## src/rtl/mac_seq_pkg.sv

```systemverilog
// ---------------------------------------------------------------------------
// mac_seq_pkg
// Shared definitions for the dot-product sequencer that drives a MAC_16BIT
// hard block: the sequencer state encoding, the default term-counter width
// and the largest meaningful output shift of the MAC.
// ---------------------------------------------------------------------------
package mac_seq_pkg;

  // Default width of the term counter and of cfg_len.
  localparam int LEN_W_DEF = 8;

  // Largest shift the MAC output stage is designed for. Larger cfg_out_sel
  // values are still forwarded to the MAC untouched.
  localparam int OUT_SEL_MAX = 24;

  typedef enum logic [1:0] {
    IDLE  = 2'd0,
    RUN   = 2'd1,
    DRAIN = 2'd2,
    HOLD  = 2'd3
  } seq_state_t;

endpackage

```

## src/rtl/mac_dot_seq.sv

```systemverilog
// ---------------------------------------------------------------------------
// mac_dot_seq
// Sequences one N-term dot product through a MAC_16BIT accumulator block.
// A job is started with a single-cycle start pulse, which latches the job
// configuration. Operand beats are accepted with a valid/ready handshake and
// forwarded combinationally to the MAC; the first beat of a job clears the
// accumulator (or preloads the rounding constant when rounding is enabled).
// After the last beat one drain cycle registers the MAC output, which is then
// held on res_data until the consumer accepts it.
//
// Ports
//   MAC_ACC_CLK, acc_ff_rstn       clock, asynchronous active-low reset
//   start, abort                   job request / job cancel
//   cfg_len[LEN_W]                 number of terms N (0 is rejected with err)
//   cfg_out_sel[6], cfg_tc,
//   cfg_rnd, cfg_sat               MAC output shift, signed, round, saturate
//   in_valid/in_ready,
//   in_oper[16], in_coef[16]       operand beat handshake
//   res_valid/res_ready,
//   res_data[16]                   result handshake
//   busy, err                      job in progress, bad-length pulse
//   MAC_* / EFPGA_MATHB_CLK_EN     MAC_16BIT control and operand outputs
//   MAC_OUT[16]                    MAC_16BIT result input
// The MAC-side ports connect to the single MAC_16BIT instance next to this
// sequencer.
// ---------------------------------------------------------------------------
module mac_dot_seq
  import mac_seq_pkg::*;
#(
  parameter int LEN_W = LEN_W_DEF
) (
  input  logic             MAC_ACC_CLK,
  input  logic             acc_ff_rstn,
  input  logic             start,
  input  logic             abort,
  input  logic [LEN_W-1:0] cfg_len,
  input  logic [5:0]       cfg_out_sel,
  input  logic             cfg_tc,
  input  logic             cfg_rnd,
  input  logic             cfg_sat,
  input  logic             in_valid,
  output logic             in_ready,
  input  logic [15:0]      in_oper,
  input  logic [15:0]      in_coef,
  output logic             res_valid,
  input  logic             res_ready,
  output logic [15:0]      res_data,
  output logic             busy,
  output logic             err,
  output logic [15:0]      MAC_OPER_DATA,
  output logic [15:0]      MAC_COEF_DATA,
  output logic             EFPGA_MATHB_CLK_EN,
  output logic             MAC_ACC_CLEAR,
  output logic             MAC_ACC_RND,
  output logic             MAC_ACC_SAT,
  output logic [5:0]       MAC_OUT_SEL,
  output logic             MAC_TC,
  input  logic [15:0]      MAC_OUT
);

  localparam logic [LEN_W-1:0] LEN_ONE = LEN_W'(1);

  seq_state_t       r_state;
  seq_state_t       w_nextState;
  logic [LEN_W-1:0] r_cnt;
  logic [LEN_W-1:0] r_len;
  logic [5:0]       r_outSel;
  logic             r_tc;
  logic             r_rnd;
  logic             r_sat;
  logic             r_first;
  logic [15:0]      r_resData;
  logic             r_resValid;
  logic             r_err;
  logic             w_startOk;
  logic             w_beat;
  logic             w_lastBeat;

  // Abort outranks start in IDLE, so a simultaneous abort suppresses both
  // the job launch and the bad-length error.
  assign w_startOk  = (r_state == IDLE) && start && !abort && (cfg_len != '0);

  // The counter stops at N-1 instead of wrapping, so the largest N fits.
  assign w_lastBeat = w_beat && (r_cnt == (r_len - LEN_ONE));

  // State register.
  always_ff @(posedge MAC_ACC_CLK or negedge acc_ff_rstn) begin
    if (!acc_ff_rstn) begin
      r_state <= IDLE;
    end else begin
      r_state <= w_nextState;
    end
  end

  // Next-state logic.
  always_comb begin
    w_nextState = r_state;
    unique case (r_state)
      IDLE: begin
        if (w_startOk) begin
          w_nextState = RUN;
        end
      end
      RUN: begin
        if (abort) begin
          w_nextState = IDLE;
        end else if (w_lastBeat) begin
          w_nextState = DRAIN;
        end
      end
      DRAIN: begin
        w_nextState = abort ? IDLE : HOLD;
      end
      HOLD: begin
        if (abort || res_ready) begin
          w_nextState = IDLE;
        end
      end
      default: w_nextState = IDLE;
    endcase
  end

  // Output logic. Operands are forced to zero outside beat cycles so that
  // the MAC sees quiet inputs while its clock enable is low. An aborting RUN
  // cycle refuses the beat so the accumulator is left untouched.
  always_comb begin
    in_ready           = 1'b0;
    w_beat             = 1'b0;
    EFPGA_MATHB_CLK_EN = 1'b0;
    MAC_OPER_DATA      = '0;
    MAC_COEF_DATA      = '0;
    MAC_ACC_CLEAR      = 1'b0;
    MAC_ACC_RND        = 1'b0;
    busy               = (r_state != IDLE);
    if ((r_state == RUN) && !abort) begin
      in_ready = 1'b1;
    end
    w_beat = in_ready && in_valid;
    if (w_beat) begin
      EFPGA_MATHB_CLK_EN = 1'b1;
      MAC_OPER_DATA      = in_oper;
      MAC_COEF_DATA      = in_coef;
      MAC_ACC_CLEAR      = r_first && !r_rnd;
      MAC_ACC_RND        = r_first && r_rnd;
    end
  end

  // Job configuration, term counter and first-beat flag. The configuration
  // is only captured on an accepted start, so it stays stable for the whole
  // job and keeps its last value while idle.
  always_ff @(posedge MAC_ACC_CLK or negedge acc_ff_rstn) begin
    if (!acc_ff_rstn) begin
      r_cnt    <= '0;
      r_len    <= '0;
      r_outSel <= '0;
      r_tc     <= 1'b0;
      r_rnd    <= 1'b0;
      r_sat    <= 1'b0;
      r_first  <= 1'b0;
    end else if (w_startOk) begin
      r_cnt    <= '0;
      r_len    <= cfg_len;
      r_outSel <= cfg_out_sel;
      r_tc     <= cfg_tc;
      r_rnd    <= cfg_rnd;
      r_sat    <= cfg_sat;
      r_first  <= 1'b1;
    end else if (w_beat) begin
      r_first <= 1'b0;
      if (!w_lastBeat) begin
        r_cnt <= r_cnt + LEN_ONE;
      end
    end
  end

  // Result register, result valid and error pulse. MAC_OUT is captured in
  // the drain cycle, one edge after the final accumulate has landed.
  always_ff @(posedge MAC_ACC_CLK or negedge acc_ff_rstn) begin
    if (!acc_ff_rstn) begin
      r_resData  <= '0;
      r_resValid <= 1'b0;
      r_err      <= 1'b0;
    end else begin
      r_err      <= (r_state == IDLE) && start && !abort && (cfg_len == '0);
      r_resValid <= (w_nextState == HOLD);
      if ((r_state == DRAIN) && !abort) begin
        r_resData <= MAC_OUT;
      end
    end
  end

  assign res_data    = r_resData;
  assign res_valid   = r_resValid;
  assign err         = r_err;
  assign MAC_OUT_SEL = r_outSel;
  assign MAC_TC      = r_tc;
  assign MAC_ACC_SAT = r_sat;

endmodule

```

## config.mk

```make
export PLATFORM = sky130hd
export DESIGN_NAME = mac_dot_seq
export DESIGN_NICKNAME = d
export VERILOG_FILES = /design/src/rtl/mac_seq_pkg.sv /design/src/rtl/mac_dot_seq.sv
export SDC_FILE = /design/constraint.sdc
export NUM_CORES = 1
export LEC_CHECK = 0
export ABC_AREA = 1
export CAP_MARGIN = 20
export CORE_MARGIN = 4
export CORE_UTILIZATION = 39
export DETAILED_ROUTE_END_ITERATION = 7
export MAX_ROUTING_LAYER = met4
export PLACE_DENSITY_LB_ADDON = 0.08
export REMOVE_ABC_BUFFERS = 1
export SLEW_MARGIN = 20
export SYNTH_ARGS = -nofsm -noshare
export SYNTH_HDL_FRONTEND = slang
export SYNTH_SLANG_ARGS = --single-unit
```

## constraint.sdc

```tcl
create_clock -name MAC_ACC_CLK -period 2.2 [get_ports MAC_ACC_CLK]
set_clock_uncertainty 0.15 [all_clocks]
set_input_delay 0.33 -clock MAC_ACC_CLK [delete_from_list [all_inputs] [get_ports MAC_ACC_CLK]]
set_output_delay 0.33 -clock MAC_ACC_CLK [all_outputs]
set_load 0.05 [all_outputs]
```

==> load_flow_metrics.sql <==
INSERT INTO impl_metrics (metric_group, metric, value, unit) VALUES
('yosys', 'yosysWarningCount', '0', ''),
('final_layout', 'drive_above_1_share', '21.60', '%'),
('clock_tree', 'clk_root_buffer_cell', 'sky130_fd_sc_hd__clkbuf_8', ''),
('global_route', 'grt_max_degree', '47', ''),
('critical_path', 'critical_path_slowest_stage_cell', 'sky130_fd_sc_hd__clkdlybuf4s50_1', ''),
('critical_path', 'critPathTopFamily', 'buffers and inverters', ''),
('detailed_routing', 'postRouteAntennaNets', '0', ''),
('die', 'initial_core_utilization', '41.13', '%'),
('critical_path', 'timing.critical_path.from_type', 'primary input', ''),
('placement', 'globalplace.congestion', '0.8551', ''),
('critical_path', 'cpMostUsedCell', 'sky130_fd_sc_hd__buf_12', ''),
('worst_hold_path', 'hold_path_class', 'register to register', ''),
('clock_tree', 'ctsHtreeMaxLevel', '2', ''),
('pwr', 'vdd_drop_max', '0.6087', 'mV'),
('placement', 'post-dp-hpwl', '6164', 'microns'),
('timing', 'final_max_slew_viol_count', '0', ''),
('critical_path', 'crit_path_class', 'primary input to output port', ''),
('critical_path', 'cp_cell_sequence', 'clkdlybuf4s50_1, nor3_2, nand2_2, buf_12, nor2_1, buf_12', ''),
('final_layout', 'post_layout_nonfiller_instances', '524', ''),
('placement', 'dpl_cell_area', '4355', 'sq um'),
('final_layout', 'final_net_count', '521', ''),
('timing', 'finalHoldWorstSlack', '0.3455', 'ns'),
('detailed_routing', 'route.vias.total', '2445', ''),
('global_route', 'grt-ovfl-total', '0', ''),
('die', 'core_area', '6096', 'sq um'),
('critical_path', 'critical_path_depth', '6', ''),
('global_route', 'grt_usage', '19.82', '%'),
('global_route', 'grt_pass1_vias', '2395', ''),
('timing', 'period_minus_slack', '2.140', 'ns'),
('clock_tree', 'cts-root-to-sink-buffers', '2', ''),
('clock_tree', 'clk_transition_reported_paths', '0.08', 'ns'),
('pwr', 'powerDensity', '557.2', 'nW/um^2'),
('die', 'std_cell_rows', '28', ''),
('pwr', 'cellLeakagePower', '2.173', 'nW'),
('timing', 'finalHoldViolCount', '0', ''),
('critical_path', 'worst_ep_required_time', '1.72', 'ns'),
('critical_path', 'critical_path_maximum_fanout', '25', ''),
('clock_tree', 'clkSinkCount', '46', ''),
('timing', 'tightestPinTransition', '0.5679', 'ns'),
('timing', 'fin_crit_sh', '97.29', '%'),
('critical_path', 'worst_setup_path_endpoint', 'MAC_COEF_DATA[1]', ''),
('clock_tree', 'cts_setup_buffers', '0', ''),
('detailed_routing', 'route.detailed.wl_per_inst', '14.23', 'microns'),
('die', 'die_area', '7776', 'sq um'),
('timing', 'setup_violations', '0', ''),
('critical_path', 'r2r_slack', '0.19', 'ns'),
('timing', 'slew-limit-headroom', '62.14', '%'),
('clock_tree', 'tritoncts', 'done', ''),
('detailed_routing', 'avgViaCountPerCell', '4.666', ''),
('critical_path', 'critical_path_buf_inv_count', '3', ''),
('yosys', 'seq_area_frac_synth', '45.91', '%'),
('final_layout', 'diodes', '0', ''),
('critical_path', 'worst-r2r-cell-count', '12', ''),
('die', 'die_h', '88.18', 'microns'),
('yosys', 'total_standard_cell_area_after_synthesis', '2507', 'sq um'),
('die', 'ioPinCount', '134', ''),
('timing', 'grt_setup_unrepaired', 'true', ''),
('outcome', 'run_status', 'completed', ''),
('detailed_routing', 'drc_errors', '0', ''),
('clock_tree', 'clock_latency', '0.30', 'ns'),
('yosys', 'post_synth.cell_area_avg', '8.248', 'sq um'),
('flow_run', 'max-cap-violations', '0', ''),
('placement', 'post-place-cells', '515', ''),
('critical_path', 'setup.worst_path.end_class', 'output port', ''),
('yosys', 'netlist-cell-type-count', '28', ''),
('yosys', 'synth_cells', '304', ''),
('critical_path', 'timing.rr.start', 'r_len[0]$_DFFE_PN0P_', ''),
('final_layout', 'flow.area_growth_from_synthesis', '78.14', '%'),
('detailed_routing', 'drt_pass1_iterations', '4', ''),
('worst_hold_path', 'hold_path_depth', '1', ''),
('critical_path', 'worstReg2RegEnd', 'r_cnt[3]$_DFFE_PN0P_', ''),
('yosys', 'ys_ff_latch', '46', ''),
('critical_path', 'crit_path_from', 'abort', ''),
('final_layout', 'final_cell_area', '4467', 'sq um'),
('detailed_routing', 'drt-total-wl', '7455', 'microns'),
('global_route', 'grt_first_pass_wirelength', '11640', 'microns'),
('clock_tree', 'cts_buffers', '5', ''),
('critical_path', 'critical_path_arrival', '1.66', 'ns'),
('critical_path', 'critical_path.max_stage_delay', '0.44', 'ns'),
('placement', 'buffer_ports.inserted', '133', ''),
('timing', 'max_freq', '467.2', 'MHz'),
('global_route', 'grt_antenna_before_repair', '0', ''),
('die', 'die_x', '88.18', 'microns'),
('detailed_routing', 'initial_drc_count', '43', '');
[power by group]
group | total, mW | switching (mW) | internal [mW]
logic | 0.949 | 0.537 | 0.413
registers | 1.01 | 0.0688 | 0.943
clock network | 0.528 | 0.274 | 0.254
total | 2.49 | 0.880 | 1.61
[logic make-up (layout without fill, tap and decap cells)]
kind of cell | Yosys count | count (layout) | synth area share (%)
flops | 46 | 46 | 45.91
buf+inv | 64 | 209 | 10.38
compound gates | 10 | 10 | 1.996
xor+xnor | 8 | 8 | 2.795
mux | 26 | 26 | 11.68
fa+ha+maj | 2 | 2 | 0.9978
simple gates | 148 | 148 | 26.25
[cell type report]
class                      count  area, sq um
clock inverter                 1        5.005
multi-input combinational    194         1106
inverter                      56        210.2
timing repair buffer         145         1814
sequential                    46         1151
clock buffer                   7        86.33
fill                         485         1629
tap                           75        93.84
[metrics by stage]
stage	setup TNS (ns)	util [%]	setup slack, ns	total power [mW]
global placement	0	71.45	0.05927	1.961
detailed placement	0	71.45	0.03015	1.981
floorplan	-30.27	-	-1.122	1.544
finish	0	73.28	0.05961	2.489
CTS	0	73.11	0.02819	2.510
global route	-0.2004	73.28	-0.03233	2.631
[worst min path at each step]
stage | start | end | slack, ns
6_report | MAC_OUT_SEL[2]$_DFFE_PN0P_ | MAC_OUT_SEL[2]$_DFFE_PN0P_ | 0.35
5_1_grt | res_data[0]$_DFFE_PN0P_ | res_data[0]$_DFFE_PN0P_ | 0.38
4_1_cts | MAC_OUT_SEL[2]$_DFFE_PN0P_ | MAC_OUT_SEL[2]$_DFFE_PN0P_ | 0.35
3_5_place_dp | acc_ff_rstn | MAC_OUT_SEL[5]$_DFFE_PN0P_ | 0.31
3_3_place_gp | acc_ff_rstn | MAC_OUT_SEL[0]$_DFFE_PN0P_ | 0.30
2_1_floorplan | acc_ff_rstn | MAC_ACC_SAT$_DFFE_PN0P_ | -0.12
[cell usage in the layout (no fill, tap or decap), drive strengths merged]
| cell | n |
|---|---|
| clkdlybuf4s50 | 95 |
| nand2 | 60 |
| inv | 56 |
| nor2 | 56 |
| buf | 49 |
| dfrtp | 46 |
| mux2 | 26 |
| nand3 | 15 |
| nand4 | 9 |
| a21oi | 7 |
| clkbuf | 7 |
| xor2 | 6 |
| nor3 | 4 |
| nor4 | 3 |
| o21ai | 3 |
| xnor2 | 2 |
| ha | 2 |
| nand3b | 1 |
| clkinv | 1 |
| dlygate4sd3 | 1 |
[flip-flops by register name (all words and copies together), names as in the netlist]
name and cells:
r_state 2, r_cnt 8, r_first 1, MAC_OUT_SEL 6, r_rnd 1, res_valid 1
MAC_ACC_SAT 1, err 1, MAC_TC 1, r_len 8, res_data 16
[Yosys cell counts]
library cell	n	area share [%]
sky130_fd_sc_hd__a21oi_1	7	1.4
sky130_fd_sc_hd__inv_2	4	0.60
sky130_fd_sc_hd__o21ai_1	2	0.40
sky130_fd_sc_hd__mux2_1	3	1.3
sky130_fd_sc_hd__o21ai_0	1	0.20
sky130_fd_sc_hd__xor2_1	6	2.1
sky130_fd_sc_hd__nand3_2	2	0.80
sky130_fd_sc_hd__nor3_2	2	0.80
sky130_fd_sc_hd__nand2_2	2	0.50
sky130_fd_sc_hd__nand3b_1	1	0.30
sky130_fd_sc_hd__nor4_1	3	0.75
sky130_fd_sc_hd__nor2_4	1	0.45
sky130_fd_sc_hd__nor3_1	2	0.40
sky130_fd_sc_hd__dfrtp_1	46	46
sky130_fd_sc_hd__mux2_2	23	10
sky130_fd_sc_hd__nand4_1	9	2.2
sky130_fd_sc_hd__buf_2	1	0.20
sky130_fd_sc_hd__xnor2_1	2	0.70
sky130_fd_sc_hd__buf_6	1	0.45
sky130_fd_sc_hd__inv_1	52	7.8
sky130_fd_sc_hd__nand3_1	13	2.6
sky130_fd_sc_hd__nor2_1	53	7.9
sky130_fd_sc_hd__ha_1	2	1.0
sky130_fd_sc_hd__clkbuf_1	3	0.45
sky130_fd_sc_hd__nand2_4	1	0.45
sky130_fd_sc_hd__buf_4	3	0.90
sky130_fd_sc_hd__nand2_1	57	8.5
sky130_fd_sc_hd__nor2_2	2	0.50
[routing by layer]
metal | up-vias | wire (microns) | global-route usage [%]
met5 | - | 0 | -
met1 | 1112 | 2921 | 22.33
li1 | 1233 | - | -
met3 | 9 | 650 | 4.892
met2 | 91 | 3791 | 35.15
met4 | 0 | 91 | 4.808
[repair_timing]
item | CTS | global route
resized for setup | 0 | 4
setup endpoints to repair | 0 | 21
endpoints found under the hold margin | 46 | 0
hold buffers | 1 | 0
(Power assumes the default switching activity.)
